--- src/rtl/transient_shaper_mc.sv ---
// Multichannel transient shaper: per-channel fast/slow envelope followers drive
// attack/sustain gain on a 3-stage valid/ready pipeline with output saturation.
module transient_shaper_mc #(
    parameter int unsigned DATA_W  = 16,
    parameter int unsigned NCH     = 2,
    parameter int unsigned FAST_SH = 2,
    parameter int unsigned SLOW_SH = 5,
    parameter int unsigned GAIN_W  = 4,
    localparam int unsigned CH_W   = (NCH > 1) ? $clog2(NCH) : 1
) (
    input  logic                     clk,
    input  logic                     rst,
    input  logic                     en,
    input  logic                     in_valid,
    output logic                     in_ready,
    input  logic signed [DATA_W-1:0] in_data,
    input  logic [CH_W-1:0]          in_ch,
    input  logic [GAIN_W-1:0]        attack_gain,
    input  logic signed [GAIN_W-1:0] sustain_gain,
    output logic                     out_valid,
    input  logic                     out_ready,
    output logic signed [DATA_W-1:0] out_data,
    output logic [CH_W-1:0]          out_ch,
    output logic                     clip
);

    localparam int unsigned ENV_W = DATA_W + 1;
    localparam int unsigned DIF_W = DATA_W + 2;
    localparam int unsigned T_W   = DATA_W + 2;
    localparam int unsigned PRD_W = T_W + GAIN_W + 1;
    localparam int unsigned Y_W   = PRD_W + 2;

    localparam logic signed [DATA_W-1:0] D_MAX = {1'b0, {(DATA_W-1){1'b1}}};
    localparam logic signed [DATA_W-1:0] D_MIN = {1'b1, {(DATA_W-1){1'b0}}};

    logic adv;

    // S1: captured sample, magnitude and gains
    logic                     s1_valid;
    logic                     s1_pass;
    logic signed [DATA_W-1:0] s1_data;
    logic [CH_W-1:0]          s1_ch;
    logic signed [ENV_W-1:0]  s1_abs;
    logic [GAIN_W-1:0]        s1_ag;
    logic signed [GAIN_W-1:0] s1_sg;

    // S2: envelope difference
    logic                     s2_valid;
    logic                     s2_pass;
    logic signed [DATA_W-1:0] s2_data;
    logic [CH_W-1:0]          s2_ch;
    logic signed [T_W-1:0]    s2_t;
    logic [GAIN_W-1:0]        s2_ag;
    logic signed [GAIN_W-1:0] s2_sg;

    logic signed [ENV_W-1:0] fast_env [NCH];
    logic signed [ENV_W-1:0] slow_env [NCH];

    logic signed [ENV_W-1:0]  in_abs_c;
    logic signed [ENV_W-1:0]  cur_fast;
    logic signed [ENV_W-1:0]  cur_slow;
    logic signed [DIF_W-1:0]  dif_fast;
    logic signed [DIF_W-1:0]  dif_slow;
    logic signed [ENV_W-1:0]  new_fast;
    logic signed [ENV_W-1:0]  new_slow;
    logic signed [T_W-1:0]    t_c;
    logic signed [T_W-1:0]    t_pos;
    logic signed [T_W-1:0]    t_neg;
    logic signed [PRD_W-1:0]  atk;
    logic signed [PRD_W-1:0]  sus;
    logic signed [Y_W-1:0]    mag;
    logic signed [Y_W-1:0]    y;
    logic signed [DATA_W-1:0] sat_data;
    logic                     sat_clip;

    assign adv      = en & (~out_valid | out_ready);
    assign in_ready = adv;

    // Magnitude with the most-negative code folded onto the positive maximum
    always_comb begin
        in_abs_c = ENV_W'(in_data);
        if (in_data[DATA_W-1]) begin
            in_abs_c = (in_data == D_MIN) ? ENV_W'(D_MAX) : -ENV_W'(in_data);
        end
    end

    // Envelope read-modify-write for the channel currently in S1
    always_comb begin
        cur_fast = '0;
        cur_slow = '0;
        for (int unsigned c = 0; c < NCH; c++) begin
            if (s1_ch == CH_W'(c)) begin
                cur_fast = fast_env[c];
                cur_slow = slow_env[c];
            end
        end
        dif_fast = DIF_W'(s1_abs) - DIF_W'(cur_fast);
        dif_slow = DIF_W'(s1_abs) - DIF_W'(cur_slow);
        new_fast = cur_fast + ENV_W'(dif_fast >>> FAST_SH);
        new_slow = cur_slow + ENV_W'(dif_slow >>> SLOW_SH);
        t_c      = T_W'(new_fast) - T_W'(new_slow);
    end

    // Gain application at full precision, then saturation
    always_comb begin
        t_pos    = s2_t[T_W-1] ? '0 : s2_t;
        t_neg    = s2_t[T_W-1] ? -s2_t : '0;
        atk      = (PRD_W'(t_pos) * PRD_W'($signed({1'b0, s2_ag}))) >>> 3;
        sus      = (PRD_W'(t_neg) * PRD_W'(s2_sg)) >>> 3;
        mag      = Y_W'(atk) + Y_W'(sus);
        y        = s2_data[DATA_W-1] ? (Y_W'(s2_data) - mag) : (Y_W'(s2_data) + mag);
        sat_data = DATA_W'(y);
        sat_clip = 1'b0;
        if (y > Y_W'(D_MAX)) begin
            sat_data = D_MAX;
            sat_clip = 1'b1;
        end else if (y < Y_W'(D_MIN)) begin
            sat_data = D_MIN;
            sat_clip = 1'b1;
        end
        if (s2_pass) begin
            sat_data = s2_data;
            sat_clip = 1'b0;
        end
    end

    always_ff @(posedge clk) begin
        if (rst) begin
            s1_valid  <= 1'b0;
            s2_valid  <= 1'b0;
            out_valid <= 1'b0;
            out_data  <= '0;
            out_ch    <= '0;
            clip      <= 1'b0;
            for (int unsigned c = 0; c < NCH; c++) begin
                fast_env[c] <= '0;
                slow_env[c] <= '0;
            end
        end else if (adv) begin
            s1_valid <= in_valid;
            s1_pass  <= 32'(in_ch) >= NCH;
            s1_data  <= in_data;
            s1_ch    <= in_ch;
            s1_abs   <= in_abs_c;
            s1_ag    <= attack_gain;
            s1_sg    <= sustain_gain;

            s2_valid <= s1_valid;
            s2_pass  <= s1_pass;
            s2_data  <= s1_data;
            s2_ch    <= s1_ch;
            s2_t     <= t_c;
            s2_ag    <= s1_ag;
            s2_sg    <= s1_sg;
            for (int unsigned c = 0; c < NCH; c++) begin
                if (s1_valid && !s1_pass && s1_ch == CH_W'(c)) begin
                    fast_env[c] <= new_fast;
                    slow_env[c] <= new_slow;
                end
            end

            out_valid <= s2_valid;
            out_data  <= sat_data;
            out_ch    <= s2_ch;
            clip      <= s2_valid & sat_clip;
        end
    end

endmodule

--- config.mk ---
export PLATFORM = sky130hd
export DESIGN_NAME = transient_shaper_mc
export DESIGN_NICKNAME = d
export VERILOG_FILES = /design/src/rtl/transient_shaper_mc.sv
export SDC_FILE = /design/constraint.sdc
export NUM_CORES = 1
export LEC_CHECK = 0
export ABC_AREA = 1
export CELL_PAD_IN_SITES_DETAIL_PLACEMENT = 1
export CELL_PAD_IN_SITES_GLOBAL_PLACEMENT = 2
export CORE_MARGIN = 10
export CORE_UTILIZATION = 41
export DETAILED_ROUTE_END_ITERATION = 10
export GPL_TIMING_DRIVEN = 0
export PLACE_DENSITY = 0.9
export RECOVER_POWER = 25
export SLEW_MARGIN = 0
export SYNTH_ARGS = -nofsm -noshare
export SYNTH_HDL_FRONTEND = slang
export SYNTH_SLANG_ARGS = --single-unit
--- constraint.sdc ---
create_clock -name clk -period 13.57 [get_ports clk]
set_input_delay 2.0355 -clock clk [delete_from_list [all_inputs] [get_ports clk]]
set_output_delay 2.0355 -clock clk [all_outputs]
set_load 0.1 [all_outputs]
==> impl_metrics.json, run 1 <==
{
  "cpPeakStageDelay_ps": 490,
  "hold_class": "register to register",
  "hold_ws_ps": 422,
  "min_period_ps": 9520,
  "cts.htree.levels": 4,
  "skew_ps": 16.9,
  "cts.sinks": 174,
  "antenna_found_initial": 0,
  "max_freq_mhz": 105,
  "synth.distinct_cells": 53,
  "core_area_um2": 42000,
  "dp_slack_ps": 4080,
  "slew_viol_final": 46,
  "grt_use_total_pct": 21.0,
  "rr_worst_depth": 56,
  "cp-start-kind": "register",
  "syn_area_per_cell_um2": 7.73,
  "critPathMostFrequentCell": "nand2_1",
  "syn_nets": 2542,
  "cts_tree": "built",
  "wire_per_inst_um": 18.2,
  "postCtsResizedCells": 0,
  "slew_headroom_pct": -46.0,
  "grt_pass1_wl_um": 84900,
  "fp.dieW_um": 227,
  "cts_hold_buf": 0,
  "slowest_stage": "edfxtp_1",
  "cts.clk_slew.worst_paths_ps": 80,
  "io_pins": 50,
  "grt_overflow": 0,
  "rrSetupSlack_ps": 4050,
  "arrival_ps": 9870,
  "setup.worst_path.start": "s2_t[0]",
  "placementRows": 75,
  "yosysTopAreaCell": "edfxtp_1",
  "synth_top_area_share_pct": 26.3,
  "setup_ws_ps": 4050,
  "worstSetupPathType": "register to register",
  "cp_num_buf_inv": 9,
  "min_from": "s1_sg[0]",
  "finalSetupTns_ps": 0,
  "synth_area_um2": 17500,
  "cts-root-buf": "clkbuf_16",
  "globalplace.congestion": 0.891,
  "endpoint_kind": "register",
  "cp_max_fo": 10,
  "insertedDiodeCount": 0,
  "place_hpwl_um": 43700,
  "worst-slew-pin-transition_ps": 2170,
  "ys_top_cells_by_area": "edfxtp_1, ha_1, nand2_1",
  "grt_start_max_net_pins": 29,
  "cp_top_family": "simple AND/OR/NAND/NOR gates",
  "critPathCapture": "out_data[8]",
  "vias_per_cell": 5.28,
  "route.detailed.drc": 0,
  "ys_warn_count": 0,
  "area_growth_pct": 10.4,
  "cts_setup_buffers": 0,
  "start_util_pct": 41.6,
  "insertion_delay_ps": 470,
  "grt_pass1_vias": 16400,
  "synth.ff_latch_count": 174,
  "ant_nets": 0,
  "die_area_um2": 51300,
  "seq_area_frac_synth_pct": 28.7,
  "cp.depth": 56,
  "firstDrtPassIters": 5,
  "violations": "max-capacitance violations, max-slew violations",
  "drive_above_1_share_pct": 5.71,
  "die_y_um": 227,
  "netlist_instances": 2262,
  "cap_violations": 3,
  "vias": 15200,
  "fin_crit_sh_pct": 70.2,
  "finalHoldViolCount": 0,
  "clockBufferDepth": 2,
  "cts_buffers": 17,
  "grt_setup_unrepaired": "no",
  "status": "finished, violations left",
  "port_buffers": 49,
  "timing.rr.end": "out_data[8]",
  "timing.rr.start": "s2_t[0]",
  "wirelength_um": 52400,
  "cp.required_ps": 13910,
  "setup_violations": 0,
  "drtIter0Drc": 773,
  "fin_nets": 2615
}
==> cells in the final DEF, fill, tap and decap left out, drive strengths merged, types with 6 or more instances in the layout <==
cell / instances
ha: 178
buf: 11
clkbuf: 57
a31oi: 6
nor3: 30
xnor2: 38
or2: 38
clkdlybuf4s50: 22
nor4: 6
o2111ai: 6
inv: 385
xor2: 86
nand3b: 14
a21o: 8
nand2: 449
nor2: 230
edfxtp: 153
o21ai: 110
nand3: 157
o21bai: 17
fa: 72
nand4: 28
dlygate4sd3: 27
dfxtp: 21
a21oi: 158
o221ai: 7
==> worst min path at each step <==
stage | cells after the start | endpoint
after CTS | 0 | s2_sg[0]
after global routing | 0 | s2_ag[1]
after global placement | 0 | s2_sg[0]
final | 0 | s2_sg[0]
after floorplan | 0 | s2_ag[0]
after detailed placement | 0 | s2_data[14]
==> per-layer routing <==
layer	GRT usage (%)	vias to the layer above	wire length [um]	share of wire, %
li1	-	7549	-	-
met4	6.69	0	1350	2.6
met2	37.6	161	26500	51
met3	2.30	59	1290	2.5
met1	25.7	7460	23300	44
met5	0	-	0	0
==> synthesized netlist by cell type, drive strengths merged <==
| master | n |
|---|---|
| a211oi | 3 |
| a21boi | 3 |
| a21o | 8 |
| a21oi | 158 |
| a221oi | 2 |
| a22oi | 1 |
| a31o | 1 |
| a31oi | 6 |
| and2 | 5 |
| buf | 7 |
| clkbuf | 37 |
| clkinv | 3 |
| conb | 1 |
| dfxtp | 21 |
| edfxtp | 153 |
| fa | 72 |
| ha | 178 |
| inv | 375 |
| mux2i | 2 |
| nand2 | 449 |
| nand2b | 1 |
| nand3 | 157 |
| nand3b | 14 |
| nand4 | 28 |
| nor2 | 230 |
| nor2b | 1 |
| nor3 | 30 |
| nor3b | 1 |
| nor4 | 6 |
| o2111ai | 6 |
| o211ai | 3 |
| o21a | 1 |
| o21ai | 110 |
| o21bai | 17 |
| o221ai | 7 |
| o31ai | 3 |
| or2 | 38 |
| xnor2 | 38 |
| xor2 | 86 |
==> metrics by stage <==
stage / cell area (um^2) / utilization, % / std cells
4_1_cts: 19400 / 46.0 / 2887
5_1_grt: 19300 / 45.9 / 2887
3_5_place_dp: 18800 / 44.7 / 2855
3_3_place_gp: 18700 / 44.4 / 2850
2_1_floorplan: 17500 / - / 2262
6_report: 19300 / 45.9 / 2887
==> worst reg2reg max path, delay by kind of cell, from the launching register on <==
family	cells	cell delay [ps]
xor+xnor	2	340
fa+ha+maj	7	2490
simple gates	28	3570
compound gates	10	1640
flops	1	490
buf+inv	9	880
==> logic make-up after synthesis <==
family,after synthesis,share of synthesized area (%)
compound gates,329,10.7
xor+xnor,124,6.21
fa+ha+maj,250,21.0
buf+inv,422,9.19
flops,174,28.7
mux,2,0.114
other cells,1,0.0214
simple gates,960,24.2
==> registers in the layout (all words and copies together), names as in the netlist <==
signal	flops
s2_sg	4
s1_data	16
fast_env	34
s2_ag	4
s1_valid	1
s1_sg	4
clip	1
s1_abs	17
s2_t	18
out_valid	1
s1_ag	4
s1_ch	1
s2_valid	1
out_data	16
s2_ch	1
s2_data	16
out_ch	1
slow_env	34
==> final cells by class <==
class	count	area, um^2
Buffer	44	188
Clock buffer	19	443
Clock inverter	13	118
Fill cell	5237	22700
Inverter	378	1420
Multi-Input combinational cell	1666	10900
Sequential cell	174	5010
Tap cell	539	674
Timing Repair Buffer	54	582
Power of run 1 is left out: the tool's default activity adds up to more than one toggle a clock period on the data nets, which glitch-free logic cannot reach.
==> inputs of run 2 (changes only) <==
- CORE_UTILIZATION: 41 -> 38
- PLACE_DENSITY: 0.9 -> 0.84
- clock period: 13.57 -> 10 ns (I/O delays scaled with it)
==> run 2 against run 1 <==
The flow still finishes with violations (max-capacitance violations, max-slew violations). Critical path depth is 1 higher. Register-to-register slack worse by 3100 ps. Fmax rose by 4.8%. Flip-flop and latch count did not move. Die area rose by 7.2%. Critical path type unchanged. Count of clock-buffer cells in the layout shrank 2. Utilization down 2.9 points. Non-clock buffer count rose by 6.
==> impl_metrics.json, run 2 (same netlist as run 1, synthesis figures left out) <==
{
  "finalHoldViolCount": 0,
  "port_buffers": 49,
  "area_growth_pct": 11.9,
  "finalSetupTns_ps": 0,
  "start_util_pct": 38.5,
  "ant_nets": 0,
  "utilization_pct": 43.0,
  "largest_registers": "fast_env (34), slow_env (34), s2_t (18)",
  "vias_per_cell": 5.18,
  "status": "finished, violations left",
  "layout_common_cells": "nand2_1, inv_1, nor2_1",
  "cap_violations": 2,
  "fin_cells": 2954,
  "critPathCapture": "out_data[1]",
  "arrival_ps": 9460,
  "rrSetupSlack_ps": 910,
  "cts.sinks": 174,
  "insertion_delay_ps": 480,
  "cts-root-buf": "clkbuf_16",
  "rr_worst_depth": 57,
  "slew_viol_final": 45,
  "place_hpwl_um": 43400,
  "min_period_ps": 9090,
  "worst-slew-pin-transition_ps": 2460,
  "final_common_cell": "nand2_1",
  "max_freq_mhz": 110,
  "timing.rr.end": "out_data[1]",
  "cts_buffers": 17,
  "cp_max_fo": 10,
  "wire_per_inst_um": 17.7,
  "fp.dieW_um": 235,
  "setup.worst_path.start": "s2_t[0]",
  "setup_violations": 0,
  "vias": 15300,
  "worstSetupPathType": "register to register",
  "clockBufferDepth": 2,
  "die_area_um2": 55000,
  "core_area_um2": 45500,
  "cts_tree": "built",
  "grt_start_max_net_pins": 34,
  "antenna_found_initial": 1,
  "fin_nets": 2621,
  "skew_ps": 18.9,
  "fin_crit_sh_pct": 90.9,
  "drtIter0Drc": 680,
  "slowest_stage": "fa_1",
  "violations": "max-capacitance violations, max-slew violations",
  "wirelength_um": 52300,
  "grt_use_total_pct": 19.5,
  "insertedDiodeCount": 0,
  "globalplace.congestion": 0.867,
  "slew_headroom_pct": -65.7,
  "critPathMostFrequentCell": "nand2_1",
  "cts.htree.levels": 4,
  "cp-start-kind": "register",
  "placementRows": 78,
  "timing.rr.start": "s2_t[0]",
  "die_y_um": 235,
  "cts.clk_slew.worst_paths_ps": 80,
  "hold_class": "register to register",
  "endpoint_kind": "register",
  "cpPeakStageDelay_ps": 490,
  "place_inst": 2916,
  "io_pins": 50,
  "cp.required_ps": 10370,
  "grt_pass1_vias": 16500,
  "firstDrtPassIters": 4,
  "route.detailed.drc": 0,
  "grt_overflow": 0,
  "grt_pass1_wl_um": 84300,
  "drive_above_1_share_pct": 6.54
}
## run 2: cell types whose count changed in the layout (fill, tap and decap cells not counted), moves of 2 or more
| cell | change |
|---|---|
| ha_1 | -3 |
| inv_6 | -3 |
| clkinv_8 | +4 |
| a21oi_2 | +3 |
| ha_2 | +3 |
| inv_12 | +2 |
| a21oi_1 | -3 |
| o21ai_0 | -2 |
| clkinvlp_4 | -3 |
| buf_4 | +6 |
## run 2: worst min-delay path by stage
stage	startpoint	to	slack [ps]	cells past startpoint
3_5_place_dp	s1_ag[1]	s2_ag[1]	410	0
5_1_grt	s1_ag[1]	s2_ag[1]	430	0
4_1_cts	s1_sg[0]	s2_sg[0]	420	0
6_report	s1_ag[2]	s2_ag[2]	420	0
2_1_floorplan	s1_ag[0]	s2_ag[0]	400	0
3_3_place_gp	s1_sg[0]	s2_sg[0]	400	0
## run 2: per-layer routing
layer	global-route usage [%]	wire [um]	up-vias
met2	34.4	26000	149
met4	6.11	1090	0
met3	2.26	1070	65
li1	-	-	7579
met1	24.3	24100	7523
met5	0	0	-
## run 2: layout make-up
type	instances	area (um^2)
Fill cell	5659	25900
Multi-Input combinational cell	1666	10900
Sequential cell	174	5010
Inverter	378	1420
Tap cell	600	751
Timing Repair Buffer	60	634
Clock buffer	17	425
Clock inverter	15	205
Buffer	44	188
## run 2: worst max-delay path: cells and delay by family (launching register included)
kind            cells  cell delay (ps)
compound gates      8             1160
xor+xnor            2              350
fa+ha+maj           7             2500
buf+inv            10              960
flops               1              480
simple gates       30             3550
## run 2: per-stage QoR
| stage | area, um^2 | hold WS, ps | setup WS, ps |
|---|---|---|---|
| after global routing | 19600 | 429 | -57.5 |
| after global placement | 18700 | 402 | -1480 |
| after CTS | 19500 | 424 | 520 |
| after detailed placement | 18900 | 406 | 567 |
| final | 19600 | 421 | 913 |
| after floorplan | 17500 | 400 | 2180 |
## run 2: timing repair
item	4_1_cts	5_1_grt
setup endpoints to repair	0	17
hold buffers	0	0
buffers inserted	0	6
gates resized for setup	0	15
Power of run 2 is left out for the same reason.
==> inputs of run 3 (changes only) <==
- CELL_PAD_IN_SITES_DETAIL_PLACEMENT: 1 -> default
- CELL_PAD_IN_SITES_GLOBAL_PLACEMENT: 2 -> default
- CORE_UTILIZATION: 38 -> 43
- PLACE_DENSITY: 0.84 -> 0.62
- clock period: 10 -> 9.1 ns (I/O delays scaled with it)
==> run 3 against run 2 <==
The run still ends with max-capacitance violations, max-slew violations left. Hold slack worse by 1.9 ps. Critical path depth fell by 2. Non-clock buffer count up 14. Utilization is 6.7 points higher. Via count is 1.1% lower. Design area rose by 1.6%. Wire length down 12%. Setup slack got worse by 190 ps. Register-to-register slack got worse by 190 ps. First-iteration DRC count increased by 34%. Critical path type unchanged. Critical endpoint is now out_data[4].
==> impl_metrics.json, run 3 (same netlist as run 1, synthesis figures left out) <==
{
  "status": "finished, violations left",
  "violations": "max-capacitance violations, max-slew violations",
  "core_area_um2": 40000,
  "fin_crit_sh_pct": 92.0,
  "insertedDiodeCount": 0,
  "cts_tree": "built",
  "die_y_um": 222,
  "vias_per_cell": 5.24,
  "hold_class": "register to register",
  "min_period_ps": 8370,
  "cts_hold_buf": 0,
  "worst-slew-pin-transition_ps": 2470,
  "clockBufferDepth": 2,
  "dpl_cell_area_um2": 18800,
  "grt_use_total_pct": 18.4,
  "min_from": "s1_ag[0]",
  "port_buffers": 49,
  "holdPathEnd": "s2_ag[0]",
  "cts.htree.levels": 4,
  "vias": 15200,
  "slowest_stage": "edfxtp_1",
  "fin_nets": 2635,
  "wirelength_um": 46200,
  "postLayoutCellArea_um2": 19900,
  "firstDrtPassIters": 8,
  "drtIter0Drc": 911,
  "worstSetupPathType": "register to register",
  "cts-root-buf": "clkbuf_16",
  "wl_met2_um": 22000,
  "place_hpwl_um": 37500,
  "grt_pass1_wl_um": 74400,
  "hold_depth": 0,
  "die_area_um2": 49100,
  "drive_above_1_share_pct": 8.99,
  "seqCellArea_um2": 5010,
  "cp-start-kind": "register",
  "grt_overflow": 0,
  "cts.sinks": 174,
  "arrival_ps": 8720,
  "insertion_delay_ps": 470,
  "ant_nets": 0,
  "fp.dieW_um": 222,
  "critPathMostFrequentCell": "nand2_1",
  "io_pins": 50,
  "multi_input_area_um2": 11200,
  "timing.rr.start": "s2_t[0]",
  "globalplace.congestion": 0.911,
  "wl_met3_um": 2120,
  "start_util_pct": 43.7,
  "cp_top_family": "simple AND/OR/NAND/NOR gates",
  "hold_ws_ps": 419,
  "fillerInstances": 3888,
  "slew_headroom_pct": -66.7,
  "wl_met1_um": 21000,
  "final_common_cell": "nand2_1",
  "endpoint_kind": "register",
  "cap_violations": 3,
  "slew_viol_final": 46,
  "finalSetupTns_ps": 0,
  "timing.rr.end": "out_data[4]",
  "layout_common_cells": "nand2_1, inv_1, nor2_1",
  "route.detailed.drc": 0,
  "grt_start_max_net_pins": 31,
  "finalHoldViolCount": 0,
  "grt_pass1_vias": 14600,
  "skew_ps": 21.3,
  "cts.clk_slew.worst_paths_ps": 90,
  "largest_registers": "fast_env (34), slow_env (34), s2_t (18)",
  "wire_per_inst_um": 16.0,
  "setup_violations": 0,
  "area_growth_pct": 13.7,
  "cts_buffers": 17,
  "cp_max_fo": 5,
  "maxUsedRoutingLayer": "met4",
  "rrSetupSlack_ps": 730,
  "rr_worst_depth": 55,
  "placementRows": 73,
  "max_freq_mhz": 119,
  "cp.required_ps": 9450,
  "cp_num_buf_inv": 11,
  "utilization_pct": 49.7,
  "antenna_found_initial": 0,
  "cpPeakStageDelay_ps": 490
}
run 3: cell count changes in the layout (fill, tap and decap cells not counted), sizes merged:
cell    delta
buf       +15
bufinv     -1
clkbuf     -1
clkinv     +1
run 3: layout make-up:
type                       instances  area share [%]
multi-input combinational       1666            56.1
sequential                       174            25.2
buffer                            44           0.969
timing repair buffer              74            3.95
clock inverter                    15            1.17
clock buffer                      17            2.14
tap                              525            3.30
inverter                         378            7.14
run 3: per-layer routing:
layer  global-route usage, %  vias to the layer above
met3                    2.31                       55
met4                    5.45                        0
met5                       0                        -
li1                        -                     7616
met2                    31.3                      339
met1                    24.0                     7142
run 3: stage by stage:
step                      cells  worst slack (ps)
after floorplan            2262              1280
after global placement     2836             -2080
after detailed placement   2841             -72.5
after CTS                  2875              78.9
after global routing       2893             -28.2
final                      2893               726
run 3: worst max path at each step:
| stage | from | end | slack (ps) | cells after the start |
|---|---|---|---|---|
| after detailed placement | s2_t[0] | out_data[14] | -70 | 56 |
| after floorplan | s2_t[0] | out_data[14] | 1280 | 60 |
| after CTS | s2_t[0] | out_data[4] | 80 | 58 |
| final | s2_t[0] | out_data[4] | 730 | 55 |
| after global placement | out_ready | slow_env[0][0] | -2080 | 9 |
| after global routing | s2_t[1] | out_data[3] | -30 | 57 |
run 3: repair_timing:
action | CTS | global route
buffers inserted | 2 | 17
gates cloned | 0 | 1
pin swaps | 1 | 36
resized for setup | 3 | 74
endpoints found under the setup margin | 15 | 17
Power of run 3 is left out for the same reason.
